<file path="src/rtl/estagio_writeback_pkg.sv">
// rtl/estagio_writeback_pkg.sv - shared types and constants for the writeback stage
package estagio_writeback_pkg;

    localparam int LARGURA_DADOS   = 32;
    localparam int LARGURA_END_REG = 5;

    typedef enum logic [1:0] {
        FONTE_ULA = 2'd0,
        FONTE_MEM = 2'd1,
        FONTE_PC4 = 2'd2,
        FONTE_IMM = 2'd3
    } fonte_t;

    localparam logic [2:0] LOAD_LB  = 3'b000;
    localparam logic [2:0] LOAD_LH  = 3'b001;
    localparam logic [2:0] LOAD_LW  = 3'b010;
    localparam logic [2:0] LOAD_LBU = 3'b100;
    localparam logic [2:0] LOAD_LHU = 3'b101;

endpackage

</file>
<file path="src/rtl/estagio_writeback_extrator_load.sv">
// rtl/estagio_writeback_extrator_load.sv - load byte/half extraction, extension and alignment check
module extrator_load
    import estagio_writeback_pkg::*;
(
    input  logic [LARGURA_DADOS-1:0] palavra,
    input  logic [1:0]               deslocamento,
    input  logic [2:0]               tipo,
    output logic [LARGURA_DADOS-1:0] dado,
    output logic                     desalinhado
);

    logic [7:0]  byte_sel;
    logic [15:0] meia_sel;

    assign byte_sel = palavra[{deslocamento, 3'b000} +: 8];
    assign meia_sel = palavra[{deslocamento[1], 4'b0000} +: 16];

    always_comb begin
        dado        = palavra;
        desalinhado = 1'b0;
        case (tipo)
            LOAD_LB:  dado = {{(LARGURA_DADOS-8){byte_sel[7]}}, byte_sel};
            LOAD_LBU: dado = {{(LARGURA_DADOS-8){1'b0}}, byte_sel};
            LOAD_LH: begin
                dado        = {{(LARGURA_DADOS-16){meia_sel[15]}}, meia_sel};
                desalinhado = deslocamento[0];
            end
            LOAD_LHU: begin
                dado        = {{(LARGURA_DADOS-16){1'b0}}, meia_sel};
                desalinhado = deslocamento[0];
            end
            LOAD_LW:  desalinhado = (deslocamento != 2'b00);
            // Undefined funct3 codes fall back to the raw word with no trap
            default:  dado = palavra;
        endcase
    end

endmodule

</file>
<file path="src/rtl/estagio_writeback.sv">
// rtl/estagio_writeback.sv - final pipeline stage driving the register bank write port
module estagio_writeback #(
    parameter int LARGURA_DADOS    = 32,
    parameter int NUM_REGS         = 32,
    parameter int LARGURA_CONTADOR = 64
) (
    input  logic                        clock,
    input  logic                        reset,
    input  logic                        entrada_valida,
    output logic                        entrada_pronta,
    input  logic                        congela,
    input  logic                        ent_escreve,
    input  logic [$clog2(NUM_REGS)-1:0] ent_regd,
    input  logic [1:0]                  ent_fonte,
    input  logic [LARGURA_DADOS-1:0]    ent_resultado_ula,
    input  logic [LARGURA_DADOS-1:0]    ent_dado_mem,
    input  logic [2:0]                  ent_tipo_load,
    input  logic [LARGURA_DADOS-1:0]    ent_pc_mais4,
    input  logic [LARGURA_DADOS-1:0]    ent_imediato,
    output logic                        reg_escrita,
    output logic [$clog2(NUM_REGS)-1:0] endereco_regd,
    output logic [LARGURA_DADOS-1:0]    dado_escrita,
    output logic                        fwd_valido,
    output logic [$clog2(NUM_REGS)-1:0] fwd_regd,
    output logic [LARGURA_DADOS-1:0]    fwd_dado,
    output logic                        erro_alinhamento,
    output logic [LARGURA_DADOS-1:0]    endereco_erro,
    output logic [LARGURA_CONTADOR-1:0] instret
);

    import estagio_writeback_pkg::*;

    localparam int LARGURA_REG = $clog2(NUM_REGS);

    logic                     transferencia;
    logic                     desalinhado;
    logic                     erro_ent;
    logic [LARGURA_DADOS-1:0] dado_load;
    logic [LARGURA_DADOS-1:0] dado_sel;

    logic                     slot_valido;
    logic                     slot_escreve;
    logic                     slot_erro;
    logic [LARGURA_REG-1:0]   slot_regd;
    logic [LARGURA_DADOS-1:0] slot_dado;

    assign entrada_pronta = !congela && !reset;
    assign transferencia  = entrada_valida && entrada_pronta;

    extrator_load u_extrator (
        .palavra      (ent_dado_mem),
        .deslocamento (ent_resultado_ula[1:0]),
        .tipo         (ent_tipo_load),
        .dado         (dado_load),
        .desalinhado  (desalinhado)
    );

    always_comb begin
        dado_sel = ent_resultado_ula;
        case (ent_fonte)
            FONTE_ULA: dado_sel = ent_resultado_ula;
            FONTE_MEM: dado_sel = dado_load;
            FONTE_PC4: dado_sel = ent_pc_mais4;
            FONTE_IMM: dado_sel = ent_imediato;
            default:   dado_sel = ent_resultado_ula;
        endcase
    end

    assign erro_ent = (ent_fonte == FONTE_MEM) && desalinhado;

    // instret counts on acceptance, so during the slot cycle it already includes that instruction
    always_ff @(posedge clock) begin
        if (reset) begin
            slot_valido   <= 1'b0;
            slot_escreve  <= 1'b0;
            slot_erro     <= 1'b0;
            slot_regd     <= '0;
            slot_dado     <= '0;
            endereco_erro <= '0;
            instret       <= '0;
        end else begin
            slot_valido <= transferencia;
            if (transferencia) begin
                slot_escreve <= ent_escreve;
                slot_erro    <= erro_ent;
                slot_regd    <= ent_regd;
                slot_dado    <= dado_sel;
                instret      <= instret + LARGURA_CONTADOR'(1);
                if (erro_ent) begin
                    endereco_erro <= ent_resultado_ula;
                end
            end
        end
    end

    // Gating with reset discards a slot caught by a mid-operation reset
    assign reg_escrita      = slot_valido && slot_escreve && (slot_regd != '0) && !slot_erro && !reset;
    assign erro_alinhamento = slot_valido && slot_erro && !reset;
    assign endereco_regd    = slot_regd;
    assign dado_escrita     = slot_dado;

    assign fwd_valido = reg_escrita;
    assign fwd_regd   = endereco_regd;
    assign fwd_dado   = dado_escrita;

endmodule

</file>
<file path="config.mk">
export PLATFORM = sky130hd
export DESIGN_NAME = estagio_writeback
export DESIGN_NICKNAME = d
export VERILOG_FILES = /design/src/rtl/estagio_writeback_pkg.sv /design/src/rtl/estagio_writeback_extrator_load.sv /design/src/rtl/estagio_writeback.sv
export SDC_FILE = /design/constraint.sdc
export NUM_CORES = 1
export LEC_CHECK = 0
export CORE_MARGIN = 4
export CORE_UTILIZATION = 43
export DETAILED_ROUTE_END_ITERATION = 16
export PLACE_DENSITY = 0.79
export SKIP_LAST_GASP = 1
export SLEW_MARGIN = 30
export SYNTH_ARGS = -nofsm -noshare
export SYNTH_HDL_FRONTEND = slang
export SYNTH_HIERARCHICAL = 1
export SYNTH_SLANG_ARGS = --single-unit
</file>
<file path="constraint.sdc">
create_clock -name clock -period 2.6 [get_ports clock]
set_input_delay 0.39 -clock clock [delete_from_list [all_inputs] [get_ports clock]]
set_output_delay 0.39 -clock clock [all_outputs]
set_load 0.1 [all_outputs]
</file>
Yosys cells after proc, flatten, opt, wreduce, memory -nomap -nowiden
Cells that the tools add are included.

cells by class
  add/subtract/negate cells = 1
  eq/ne operators = 7
  shift-type cells = 2
  multiplexer cells = 3
  reductions and logical operators = 18

operators with widths
  cell                                                 count
  case mux 32 bit (4 select lines)                     2
  adder 64 x 1 -> 64 bit, second input constant        1
  variable part select 32 x 6 -> 16 bit                1
  variable part select 32 x 6 -> 8 bit                 1
  logical AND 1 bit                                    9
  equality test 3 bit, second input constant           2
  nonzero test 5 bit                                   1
  equality test 2 bit, second input constant           2
  equality test 3 x 1 -> 1 bit, second input constant  1
  equality test 3 x 2 -> 1 bit, second input constant  1
  zero test 1 bit                                      3
  zero test 3 bit                                      1
  equality test 2 x 1 -> 1 bit, second input constant  1
  zero test 2 bit                                      1
  case mux 1 bit (2 select lines)                      1
  AND reduction 2 bit                                  1
  nonzero test 2 bit                                   1
  OR reduction 2 bit                                   1

word-level totals
  register bits = 136
  bits of input ports = 143
  logic and storage cells = 38

Depth between registers and ports, before layout
  word-level depth = 5
  mapped depth = 10
  gate-level depth less buffers = 7

Cells and area by module
The synthesis kept the hierarchy.

by module, submodules not included
  module             instances  cells each  area each (sq um)  seq. area each (sq um)
  estagio_writeback  1          766         6640.1             2722.6
  extrator_load      1          131         879.6              0.0

Worst setup path after synthesis
No wires, ideal clock.

  path type = flip-flop to output port
  start point = register slot_regd[4] (netlist: endereco_regd[4])
  end point = output reg_escrita
  data arrival time = 3.176 ns
  data required time = 2.210 ns
  slack = -0.966 ns
  stages on the path, launching flop included = 4
  buffers on the path = 1
  cell sequence = dfxtp_1 nor3_1 a21oi_1 buf_4

on the way
  longest elaborated chain between the ends = 4

ends and longest elaborated chain
  element                          line                     source
  start: declaration               estagio_writeback.sv:44  logic [LARGURA_REG-1:0] slot_regd;
  start signal: assignment         estagio_writeback.sv:86  slot_regd <= ent_regd;
  nonzero test 5 bit               estagio_writeback.sv:97  assign reg_escrita = slot_valido && slot_escreve && (slot_regd != '0) && !slot_erro && !reset;
  logical AND 1 bit (3 in series)  estagio_writeback.sv:97
  end: declaration                 estagio_writeback.sv:20  output logic reg_escrita,

No other way between the ends.

Worst setup path in the final report
  start point = register instret[21]
  end point = register instret[54]

on the way
  longest elaborated chain between the ends = 1

ends and longest elaborated chain
  element                   line                     source
  start: declaration        estagio_writeback.sv:28  output logic [LARGURA_CONTADOR-1:0] instret
  start signal: assignment  estagio_writeback.sv:88  instret <= instret + LARGURA_CONTADOR'(1);
  adder 64 x 1 -> 64 bit    estagio_writeback.sv:88

No other way between the ends.
A chain may end at the register's enable or synchronous reset.

==> summary.md <==
| Metric | Value |
|---|---|
| Crit path to | instret[54] |
| RSZ-0062 raised after global routing | false |
| Worst min-delay path class | flip-flop to flip-flop |
| Arrival time at the worst endpoint | roughly 2.6 ns |
| Skew-Pair Late Insertion Delay | 0.42 ns |
| Netlist cell types | 53 |
| Worst clock skew | 0.01063 ns |
| Vias in the first global route | 7480 |
| Reg-to-reg critical path endpoint | instret[54] |
| Drt first pass iters | 5 |
| Reg clk slew, reported paths | 0.07 ns |
| Post-Synth XOR/XNOR Area | 3.494% |
| Sequential share of the synthesized area | a little over a third |
| CTS tree | done |
| Synth Area in Compound Gates | 12.63% |
| Cts repair resizes | 0 |
| Top-Level Pins | ~320 |
| Post-route antenna net violation count | 0 |
| CTS max path bufs | 2 |
| Uppermost layer routed | met4 |
| CP max FO | 10 |
| Synth warnings | 6 |
| Wire length on met3 | 2349 um |
| Cells on worst reg2reg path | 6 |
| Aggregate routed wire length | ~27000 um |
| Met1 wire length | 10710 um |
| Most numerous cell in the Yosys netlist | nand2_1 |
| Setup Buffers After CTS | 0 |
| Area of placed instances | 0.01052 sq mm |
| Crit path time final | 2.263 ns |
| DRC | 0 |
| Die X | 140.2 um |
| Main combinational cell family by area after synthesis | simple AND/OR/NAND/NOR gates |
| Max-slew violations | 0 |
| Cell area after layout | 0.01116 sq mm |
| Nets@finish | 1331 |
| Number of CTS-inserted buffers | 17 |
| Slew headroom | 40.91% |
| CTS H-Tree Depth | 4 |
| Setup Crit Path Kind | flip-flop to flip-flop |
| Vias per cell | 5.483 |
| DR iter-0 viols | 646 |
| Maximum vdd drop | 0.4268 mV |
| Synth Area in Adders | less than 1% |
| Worst Hold Slack | 0.4569 ns |
| PwrDens | 556.0 mW/mm^2 |
| Worst r2r src | instret[21] |
| Final cell count without fillers | approximately 1400 |
| Synthesized area per cell | 8.383 sq um |
| Mapped Area | 0.007520 sq mm |
| Largest net degree at the start of global routing | 86 |
| Simple-gate share of the synthesized area | 27.99% |
| Synthesized net count | roughly 1000 |
| Status | complete, no violations |
| Placed cells | around 1400 |
| Area leader, netlist | dfxtp_1 |
| Top_reg_cell synth | dfxtp_1 |
| Port Buffers | 316 |
| Die Area | around 0.020 sq mm |
| Initial antenna violation count | 0 |
| Async set-reset flop share out of synthesis | 0% |
| Post-Synthesis Cells | 897 |
| Yosys top cell area share | 36.21% |
| Die height | roughly 140 um |
| Largest cells by area after synthesis | dfxtp_1, nand2_1, mux4_2 |
| Avg WL per Cell | 19.04 um |
| Worst-margin pin slew | about 0.89 ns |
| Final setup TNS | 0 ns |
| GR Util All Layers | 26.13% |
| Global-route wire length before repair | 40740 um |
| Reg-to-reg slack, setup | about 0.34 ns |
| Setup violations, final | 0 |
| Top cells by count, synth | nand2_1, dfxtp_1, a21oi_1 |
| Core footprint | roughly 0.017 sq mm |
| Maxcap violations | 0 |
| Pwr Total | 0.006206 W |
| Total gr overflow | 0 |
| Endpoints failing hold | 0 |
| WP data required | about 2.9 ns |
| Initial Util | 43.63% |
| Layout cells sized above 1 | 28.83% |
| Vias | 7813 |
| Core Rows | 48 |
| Hold-fix buffer count after cts | 0 |
| EDFF count, synth | 0 |
| Clock Sinks | 136 |
| Fin crit share | 87.05% |
| CP Capture Type | flip-flop |
| Area Growth Syn to Fin | 48.44% |
| Yosys reg bits | 136 |
| CTS root buffer | clkbuf_16 |
| Max Freq | 441.8 MHz |
| Met2 WL | 13630 um |
| Startpoint types | flip-flop |
| Leak Pwr | roughly 4.5 nW |
| Setup crit start | instret[21] |
| Post-synthesis mux area share | 11.55% |
| # diodes | 0 |
| DP Wirelength | around 20000 um |
| GP Congestion | 0.9534 |
registers in the layout, indices dropped and copies added, names as in the netlist:
register and cells:
slot_erro 1, slot_valido 1, endereco_erro 32, endereco_regd 5, dado_escrita 32, instret 64, slot_escreve 1
worst max-delay path, cell delays in order, from the launching register on:
cell and delay (ns):
dfxtp_2 0.38, nand3_1 0.32, nor3_1 0.55, nand4_1 0.16, buf_4 0.19, or4_1 0.46, a21oi_1 0.14
cell families after synthesis:
family                   count (synthesis)
AND/OR/NAND/NOR                        420
buffers and inverters                  116
adder cells (fa/ha/maj)                  1
multiplexers                            45
XOR/XNOR                                30
flip-flops                             136
AO/OA/AOI/OAI                          149
worst min-delay path by stage:
| stage | start | endpoint | slack (ns) | cells past startpoint |
|---|---|---|---|---|
| after floorplan | slot_erro | slot_erro | 0.44 | 2 |
| after global placement | endereco_erro[7] | endereco_erro[7] | 0.44 | 2 |
| after detailed placement | endereco_erro[28] | endereco_erro[28] | 0.45 | 2 |
| after CTS | endereco_erro[28] | endereco_erro[28] | 0.46 | 2 |
| after global routing | endereco_erro[2] | endereco_erro[2] | 0.47 | 2 |
| final | endereco_erro[28] | endereco_erro[28] | 0.46 | 2 |
placed cells by master (no fill, tap or decap), types with 16 or more instances in the layout:
master / count
nand4_1: 23
or3_1: 23
dfxtp_2: 26
inv_1: 19
nand3b_1: 39
nand3_1: 19
nor2_1: 43
dfxtp_1: 110
o21ai_0: 25
clkdlybuf4s50_1: 140
xnor2_1: 16
a21oi_1: 70
buf_4: 218
clkbuf_16: 17
nand2_1: 207
mux4_2: 33
layer usage:
| metal | GRT usage, % | vias up |
|---|---|---|
| li1 | - | 3742 |
| met1 | 32.01 | 3657 |
| met2 | 44.73 | 381 |
| met3 | 7.716 | 33 |
| met4 | 7.343 | 0 |
| met5 | 0 | - |
cell type report:
cell class	count	area (sq um)
inverter	21	78.83
multi-input combinational	645	4217
clock buffer	18	439.2
timing repair buffer	366	3183
tap	225	281.5
fill	1472	6075
clock inverter	14	207.7
sequential	136	2755
per-stage QoR:
stage | utilization (%) | setup slack, ns
5_1_grt | 64.76 | 0.1684
3_5_place_dp | 61.00 | -0.07899
6_report | 64.76 | 0.3367
2_1_floorplan | - | 0.002336
3_3_place_gp | 61.00 | -0.04446
4_1_cts | 64.76 | 0.3594
report_power, final:
group | total (W) | internal (W) | switching, W
combinational | 0.00137 | 0.000489 | 0.000885
sequential | 0.00217 | 0.00213 | 0.0000418
clock | 0.00266 | 0.00166 | 0.00101
total | 0.00621 | 0.00427 | 0.00193
No activity file was read; power rests on OpenSTA's default activity.
